**src/rtl/i2s_frame_arbiter.sv**
```systemverilog
// Round-robin frame arbiter: merges CN per-channel byte streams into one
// registered output stream, locking the grant for a whole frame or until idle timeout.
module i2s_frame_arbiter #(
   parameter int CN      = 16,
   parameter int ID_W    = 4,
   parameter int TIMEOUT = 256
) (
   input  logic              clk,
   input  logic              rst,
   input  logic [CN-1:0]     s_axis_tvalid,
   input  logic [8*CN-1:0]   s_axis_tdata,
   input  logic [CN-1:0]     s_axis_tlast,
   output logic [CN-1:0]     s_axis_tready,
   output logic              m_axis_tvalid,
   output logic [7:0]        m_axis_tdata,
   output logic              m_axis_tlast,
   output logic [ID_W-1:0]   m_axis_tid,
   input  logic              m_axis_tready,
   input  logic [CN-1:0]     i_enable,
   output logic              o_timeout,
   output logic [ID_W-1:0]   o_timeout_id
);

   localparam int CNT_W = (TIMEOUT > 1) ? $clog2(TIMEOUT) : 1;

   typedef enum logic {IDLE, BUSY} state_t;

   state_t            state_q, state_d;
   logic [ID_W-1:0]   last_grant_q, last_grant_d;
   logic [ID_W-1:0]   grant_q, grant_d;
   logic [CNT_W-1:0]  idle_cnt_q, idle_cnt_d;
   logic              m_valid_q, m_valid_d;
   logic [7:0]        m_data_q, m_data_d;
   logic              m_last_q, m_last_d;
   logic [ID_W-1:0]   m_tid_q, m_tid_d;
   logic              timeout_q, timeout_d;
   logic [ID_W-1:0]   timeout_id_q, timeout_id_d;

   logic [CN-1:0]     req;
   logic              out_free;
   logic              grant_valid;
   logic              accept;

   // First requesting channel strictly after 'last', wrapping around.
   function automatic logic [ID_W-1:0] rr_pick(input logic [CN-1:0] r, input logic [ID_W-1:0] last);
      logic [ID_W-1:0] pick;
      logic            found;
      int              idx;
      pick  = last;
      found = 1'b0;
      for (int i = 1; i <= CN; i++) begin
         idx = (int'(last) + i) % CN;
         if (!found && r[idx]) begin
            pick  = ID_W'(idx);
            found = 1'b1;
         end
      end
      return pick;
   endfunction

   assign req         = s_axis_tvalid & i_enable;
   assign out_free    = ~m_valid_q | m_axis_tready;
   assign grant_valid = s_axis_tvalid[grant_q];
   assign accept      = (state_q == BUSY) && grant_valid && out_free;

   always_comb begin
      s_axis_tready = '0;
      if (state_q == BUSY && !rst) begin
         s_axis_tready[grant_q] = out_free;
      end
   end

   always_comb begin
      state_d      = state_q;
      last_grant_d = last_grant_q;
      grant_d      = grant_q;
      idle_cnt_d   = idle_cnt_q;
      m_valid_d    = m_valid_q;
      m_data_d     = m_data_q;
      m_last_d     = m_last_q;
      m_tid_d      = m_tid_q;
      timeout_d    = 1'b0;
      timeout_id_d = timeout_id_q;

      if (accept) begin
         m_valid_d = 1'b1;
         m_data_d  = s_axis_tdata[8*grant_q +: 8];
         m_last_d  = s_axis_tlast[grant_q];
         m_tid_d   = grant_q;
      end else if (m_axis_tready) begin
         m_valid_d = 1'b0;
      end

      case (state_q)
         IDLE: begin
            if (|req) begin
               grant_d    = rr_pick(req, last_grant_q);
               idle_cnt_d = '0;
               state_d    = BUSY;
            end
         end
         BUSY: begin
            if (accept) begin
               idle_cnt_d = '0;
               if (s_axis_tlast[grant_q]) begin
                  last_grant_d = grant_q;
                  state_d      = IDLE;
               end
            end else if (!grant_valid) begin
               // Only source silence ages the grant; downstream stalls do not.
               if (idle_cnt_q == CNT_W'(TIMEOUT - 1)) begin
                  timeout_d    = 1'b1;
                  timeout_id_d = grant_q;
                  last_grant_d = grant_q;
                  idle_cnt_d   = '0;
                  state_d      = IDLE;
               end else begin
                  idle_cnt_d = idle_cnt_q + 1'b1;
               end
            end
         end
         default: state_d = IDLE;
      endcase
   end

   always_ff @(posedge clk) begin
      if (rst) begin
         state_q      <= IDLE;
         last_grant_q <= ID_W'(CN - 1);
         grant_q      <= '0;
         idle_cnt_q   <= '0;
         m_valid_q    <= 1'b0;
         m_data_q     <= '0;
         m_last_q     <= 1'b0;
         m_tid_q      <= '0;
         timeout_q    <= 1'b0;
         timeout_id_q <= '0;
      end else begin
         state_q      <= state_d;
         last_grant_q <= last_grant_d;
         grant_q      <= grant_d;
         idle_cnt_q   <= idle_cnt_d;
         m_valid_q    <= m_valid_d;
         m_data_q     <= m_data_d;
         m_last_q     <= m_last_d;
         m_tid_q      <= m_tid_d;
         timeout_q    <= timeout_d;
         timeout_id_q <= timeout_id_d;
      end
   end

   assign m_axis_tvalid = m_valid_q;
   assign m_axis_tdata  = m_data_q;
   assign m_axis_tlast  = m_last_q;
   assign m_axis_tid    = m_tid_q;
   assign o_timeout     = timeout_q;
   assign o_timeout_id  = timeout_id_q;

endmodule

```
**config.mk**
```make
export PLATFORM = sky130hd
export DESIGN_NAME = i2s_frame_arbiter
export DESIGN_NICKNAME = d
export VERILOG_FILES = /design/src/rtl/i2s_frame_arbiter.sv
export SDC_FILE = /design/constraint.sdc
export NUM_CORES = 1
export LEC_CHECK = 0
export ABC_AREA = 1
export CAP_MARGIN = 10
export CORE_MARGIN = 10
export CORE_UTILIZATION = 46
export CTS_CLUSTER_DIAMETER = 120
export DETAILED_ROUTE_END_ITERATION = 10
export PLACE_DENSITY = 0.87
export SETUP_SLACK_MARGIN = 0.02
export SYNTH_ARGS = -nofsm -noshare
export SYNTH_HDL_FRONTEND = slang
export SYNTH_SLANG_ARGS = --single-unit
```
**constraint.sdc**
```tcl
create_clock -name clk -period 7.7 [get_ports clk]
set_clock_uncertainty 0.15 [all_clocks]
set_input_delay 1.155 -clock clk [delete_from_list [all_inputs] [get_ports clk]]
set_output_delay 1.155 -clock clk [all_outputs]
set_load 0.03 [all_outputs]
```
==> Yosys cells after proc, flatten, opt, wreduce, memory -nomap -nowiden <==
Index checks and enable logic that the tools add are counted.
{ "word_totals": {"register_bits": 36, "inputBits": 179, "output_inout_bits": 35, "word_cells": 267} }
{ "classes": {"n_eq_ne": 5, "muxes": 134, "reduce_logical": 59, "n_bitwise": 23, "add_sub_neg": 17, "shift": 1, "n_lt_le_gt_ge": 18} }
{ "ops": {"columns": ["op", "n"], "rows": [
  ["$shiftx A128 B8 Y8", 1],
  ["$lt A5 B6 Y1 const B", 16],
  ["$mux W1", 88],
  ["$mux W4", 20],
  ["$bmux W1 S4", 18],
  ["$reduce_or A4 Y1", 17],
  ["$add A4 B4 Y4 const B", 8],
  ["$and A16 B16 Y16", 2],
  ["$mux W8", 4],
  ["$logic_and A1 B1 Y1", 19],
  ["$add A4 B3 Y4 const B", 4],
  ["$and A1 B1 Y1 const A", 16],
  ["$logic_not A1 Y1", 16],
  ["$mux W16", 1],
  ["$pmux W8 S2", 1],
  ["$reduce_or A16 Y1", 1],
  ["$add A4 B1 Y4 const B", 2],
  ["$add A4 B2 Y4 const B", 2],
  ["$add A8 B1 Y8 const B", 1],
  ["$eq A8 B8 Y1 const B", 1],
  ["$reduce_and A4 Y1", 2],
  ["$lt A4 B5 Y1 const B", 1],
  ["$demux W1 S4", 1],
  ["$ge A4 B1 Y1 const B", 1],
  ["8 further kinds", 14]
]} }

==> Longest topological paths before layout <==
{ "logic_depth": {"depth_word": 82, "ltp_mapped": 32, "depth_no_buf": 31} }

==> Worst setup path after synthesis <==
No wires, ideal clock.
{ "synth_timing": {"path_kind": "register to register", "from": "register last_grant_q[1]", "to": "register grant_q[3]", "path_stages_with_launch": 27, "t_arrival_ps": 3222, "n_path_buf": 2, "period_less_slack_ps": 3504, "setup_time_ps": 132, "slack_ps": 4196, "t_required_ps": 7418, "cell_sequence": "dfxtp_1 inv_1 buf_2 ha_1 inv_1 clkbuf_1 nand3_1 nand3_1 nand3_2 nand2_2 nand2_4 nor2_8 nand4_4 nor3_4 nand2_2 nor2_4 nand2_2 nor2_4 nand2_2 nor2_4 nand2_2 o21ai_0 inv_1 nand2_1 nand2_1 nand2_1 a21oi_1"} }
{ "synth_via": {"elab_chain_len": 80, "elab_cells_between_ends": 155, "classes_between": "add/sub: 16; mux: 109; reduce/logical: 30"} }
{ "synth_rtl": {"columns": ["item", "line", "text"], "rows": [
  ["start, declared", "29", "logic [ID_W-1:0] last_grant_q, last_grant_d;"],
  ["start signal, assigned", "129", "last_grant_q <= ID_W'(CN - 1);"],
  ["start signal, assigned", "140", "last_grant_q <= last_grant_d;"],
  ["$add A4 B1 Y4", "52", "idx = (int'(last) + i) % CN;"],
  ["$bmux W1 S4", "53", "if (!found && r[idx]) begin"],
  ["$mux W1 (not written as such) (2 in a row)", "53", null],
  ["$mux W1", "53", null],
  ["$mux W1", "96", "if (|req) begin"],
  ["$mux W1", "94", "case (state_q)"],
  ["$logic_not A1 Y1", "53", null],
  ["$logic_and A1 B1 Y1", "53", null],
  ["(+63 left out)", null, null],
  ["$logic_not A1 Y1", "53", null],
  ["$logic_and A1 B1 Y1", "53", null],
  ["$mux W1", "53", null],
  ["$mux W1", "96", null],
  ["$mux W1", "94", null],
  ["$logic_not A1 Y1", "53", null],
  ["$logic_and A1 B1 Y1", "53", null],
  ["$mux W4 (*)", "53", null],
  ["end signal, assigned", "141", "grant_q <= grant_d;"],
  ["end, declared", "30", "logic [ID_W-1:0] grant_q, grant_d;"]
]} }
Every way passes the cells marked *; elsewhere a longest branch is shown, timed or not. The select of a mux whose other input is x is not followed.
A chain may end at the register's enable or synchronous reset.

==> Worst setup path in the final report <==
{ "layout_timing": {"from": "input port rst", "to": "output port s_axis_tready[4]"} }
{ "layout_via": {"elab_chain_len": 3} }
{ "layout_rtl": {"columns": ["item", "line", "text"], "rows": [
  ["start, declared", "9", "input logic rst,"],
  ["$logic_not A1 Y1", "68", "if (state_q == BUSY && !rst) begin"],
  ["$logic_and A1 B1 Y1", "68", null],
  ["$mux W16", "68", null],
  ["end, declared", "13", "output logic [CN-1:0] s_axis_tready,"]
]} }
No other way between the ends.

==> results.json <==
{
  "syn_inst": 816,
  "cap_violations": 0,
  "cts_resized": 0,
  "wl_per_cell_um": 19.7,
  "cp_slowest_cell": "clkdlybuf4s50_1",
  "syn_area_um2": 4620,
  "ys_seq_area_frac": 0.156,
  "rr_worst_depth": 24,
  "path_delay_family": "buffers and inverters",
  "pwr_density_cell_nw_per_um2": 273,
  "syn2layout_area_growth_pct": 49.6,
  "hold_class": "register to register",
  "final_cell_area_um2": 6910,
  "synth.distinct_cells": 43,
  "max_freq_mhz": 211,
  "via_per_inst": 5.77,
  "hold_end": "m_axis_tid[1]",
  "grt_usage": 0.298,
  "drc": 0,
  "worstPathMaxFanout": 12,
  "drt_pre_antenna_iters": 5,
  "antenna_found_initial": 1,
  "final_cell_mix": "216 x nand3_1, 213 x clkdlybuf4s50_1, 186 x nand2_1, 67 x inv_1, 56 x nor2_1",
  "root_buffer": "clkbuf_8",
  "vdd_ir_drop_max_mv": 0.162,
  "wl_mm": 22.4,
  "worst_pin_slew_ns": 1.02,
  "drt-initial-drc-count": 588,
  "clk_latency_ns": 0.29,
  "die_area_um2": 14400,
  "dp_hpwl_mm": 18.1,
  "hold_viol": 0,
  "tns_ns": 0,
  "cts_tree": "built",
  "holdPathStages": 2,
  "ant_nets": 0,
  "chipWidth_um": 120,
  "path_clk_slew_ns": 0.07,
  "grt_pass1_vias": 6319,
  "r2r-end": "grant_q[1]",
  "critPathKind": "input port to output port",
  "slew_viol_final": 0,
  "crit_buf_inv": 2,
  "crit_top_cell": "clkdlybuf4s50_1",
  "ys_ff_latch": 36,
  "maxSlewHeadroom": 0.317,
  "max-clock-path-buffers": 2,
  "placed_area_um2": 6800,
  "crit_chain": "clkdlybuf4s50_1 > nor3_1 > nand2_1 > nor2_1 > clkdlybuf4s50_1",
  "synth_warnings": 0,
  "rsz0062_at_grt": "false",
  "grt-ovfl-total": 0,
  "setup_viol": 0,
  "slowest_delay_ns": 0.71,
  "hp-start": "m_axis_tid[1]",
  "ctsHtreeMaxLevel": 2,
  "synthArstFlopShare": 0,
  "drive_above_1_share": 0.0430,
  "io_pins": 214,
  "grt_start_max_net_pins": 51,
  "end_kind": "output port",
  "period_minus_slack_ns": 4.74,
  "cp_data_required_time_ns": 6.39,
  "r2r_start": "last_grant_q[1]",
  "rows": 36,
  "reg2reg_slack_ns": 3.06,
  "hold_buffers": 0,
  "vias": 6543,
  "post-cts-setup-buffers": 0,
  "synth_ff_type": "dfxtp_1",
  "syn_nets": 1003,
  "nNetsFinal": 1186,
  "finalCritPeriodShare": 0.616,
  "startpoint_type": "input port",
  "gp_congestion": 0.998,
  "avgSynthCellArea_um2": 5.66,
  "worstPathArrival_ns": 3.44,
  "die_h_um": 120,
  "cts_made_buffers": 5,
  "grt_pass1_wl_mm": 34.6,
  "p_leak_uw": 0.00297,
  "design.core.area_um2": 9770,
  "clkSinkCount": 36,
  "port_buffers": 213,
  "start_util": 0.472,
  "status": "finished clean",
  "layout_commonest_cell": "nand3_1",
  "synth_edf_count": 0
}
[flip-flops by register name, indices dropped and copies added, names as in the netlist]
name / flops
m_axis_tdata: 8
grant_q: 4
m_axis_tlast: 1
m_axis_tvalid: 1
state_q: 1
idle_cnt_q: 8
o_timeout_id: 4
last_grant_q: 4
o_timeout: 1
m_axis_tid: 4
[tightest hold or removal path, stage by stage (launching register included)]
cell and delay [ns]:
dfxtp_1 0.32, nand2_1 0.06, a21oi_1 0.06
[area by class of cell]
cell class                      instances  area, µm²
Clock inverter                          3       42.5
Multi-Input combinational cell        661       3430
Sequential cell                        36        722
Fill cell                             902       2870
Timing Repair Buffer                  221       2190
Antenna cell                            1       2.50
Tap cell                              133        166
Inverter                               74        280
Clock buffer                            5       68.8
[synth_stat cells, types with 4 or more instances]
master    count  share of area
buf_1         5         0.0041
o21ai_1       5         0.0054
nand4_1      10          0.014
inv_2         4         0.0033
inv_1        67          0.054
xor2_1        9          0.017
nand3_1     216           0.23
nand2_2       8          0.011
a21oi_1      29          0.031
ha_1          8          0.022
clkbuf_1     34          0.028
dfxtp_1      36           0.16
nor3_1        6         0.0065
o21ai_0      38          0.041
nor2_1       58          0.047
a22oi_1      40          0.065
a221oi_1      8          0.015
a22o_1        9          0.017
nand2_1     186           0.15
[per-stage QoR]
stage	total power (µW)	hold WS (ns)	utilization	worst slack, ns	cells
after detailed placement	1690	0.314	0.695	3.02	1125
final	1890	0.329	0.707	2.96	1134
after floorplan	1260	0.330	-	4.20	816
after CTS	1860	0.327	0.707	3.02	1133
after global placement	1680	0.306	0.695	3.08	1125
after global routing	2050	0.345	0.707	2.53	1134
[logic make-up (layout without fill, tap and decap cells)]
family,count (synthesis),in the layout,synth area share
other,0,1,0
buffers and inverters,119,303,0.101
XOR/XNOR,12,12,0.0260
AO/OA/AOI/OAI,145,145,0.201
adder cells (fa/ha/maj),8,8,0.0217
flip-flops,36,36,0.156
AND/OR/NAND/NOR,496,496,0.494
[worst max-delay path by stage]
stage	startpoint	to	slack, ns	cells after the start
3_5_place_dp	rst	s_axis_tready[4]	3.02	5
3_3_place_gp	rst	s_axis_tready[4]	3.08	5
6_report	rst	s_axis_tready[4]	2.96	5
2_1_floorplan	last_grant_q[1]	grant_q[3]	4.20	26
5_1_grt	last_grant_q[1]	grant_q[1]	2.53	24
4_1_cts	rst	s_axis_tready[4]	3.02	5
[power by group]
group	switching (µW)	total (µW)	internal, µW
clock network	72.3	168	95.8
logic	911	1430	517
registers	65.5	292	226
[metal layers]
metal  vias to the layer above  GRT usage  routed length (µm)
li1                       3189          -                   -
met1                      2987      0.314                7920
met2                       314      0.531               11100
met3                        53      0.116                2590
met4                         0      0.103                 738
met5                         -          0                   0
Note: power is estimated with default switching activity, not from simulation.
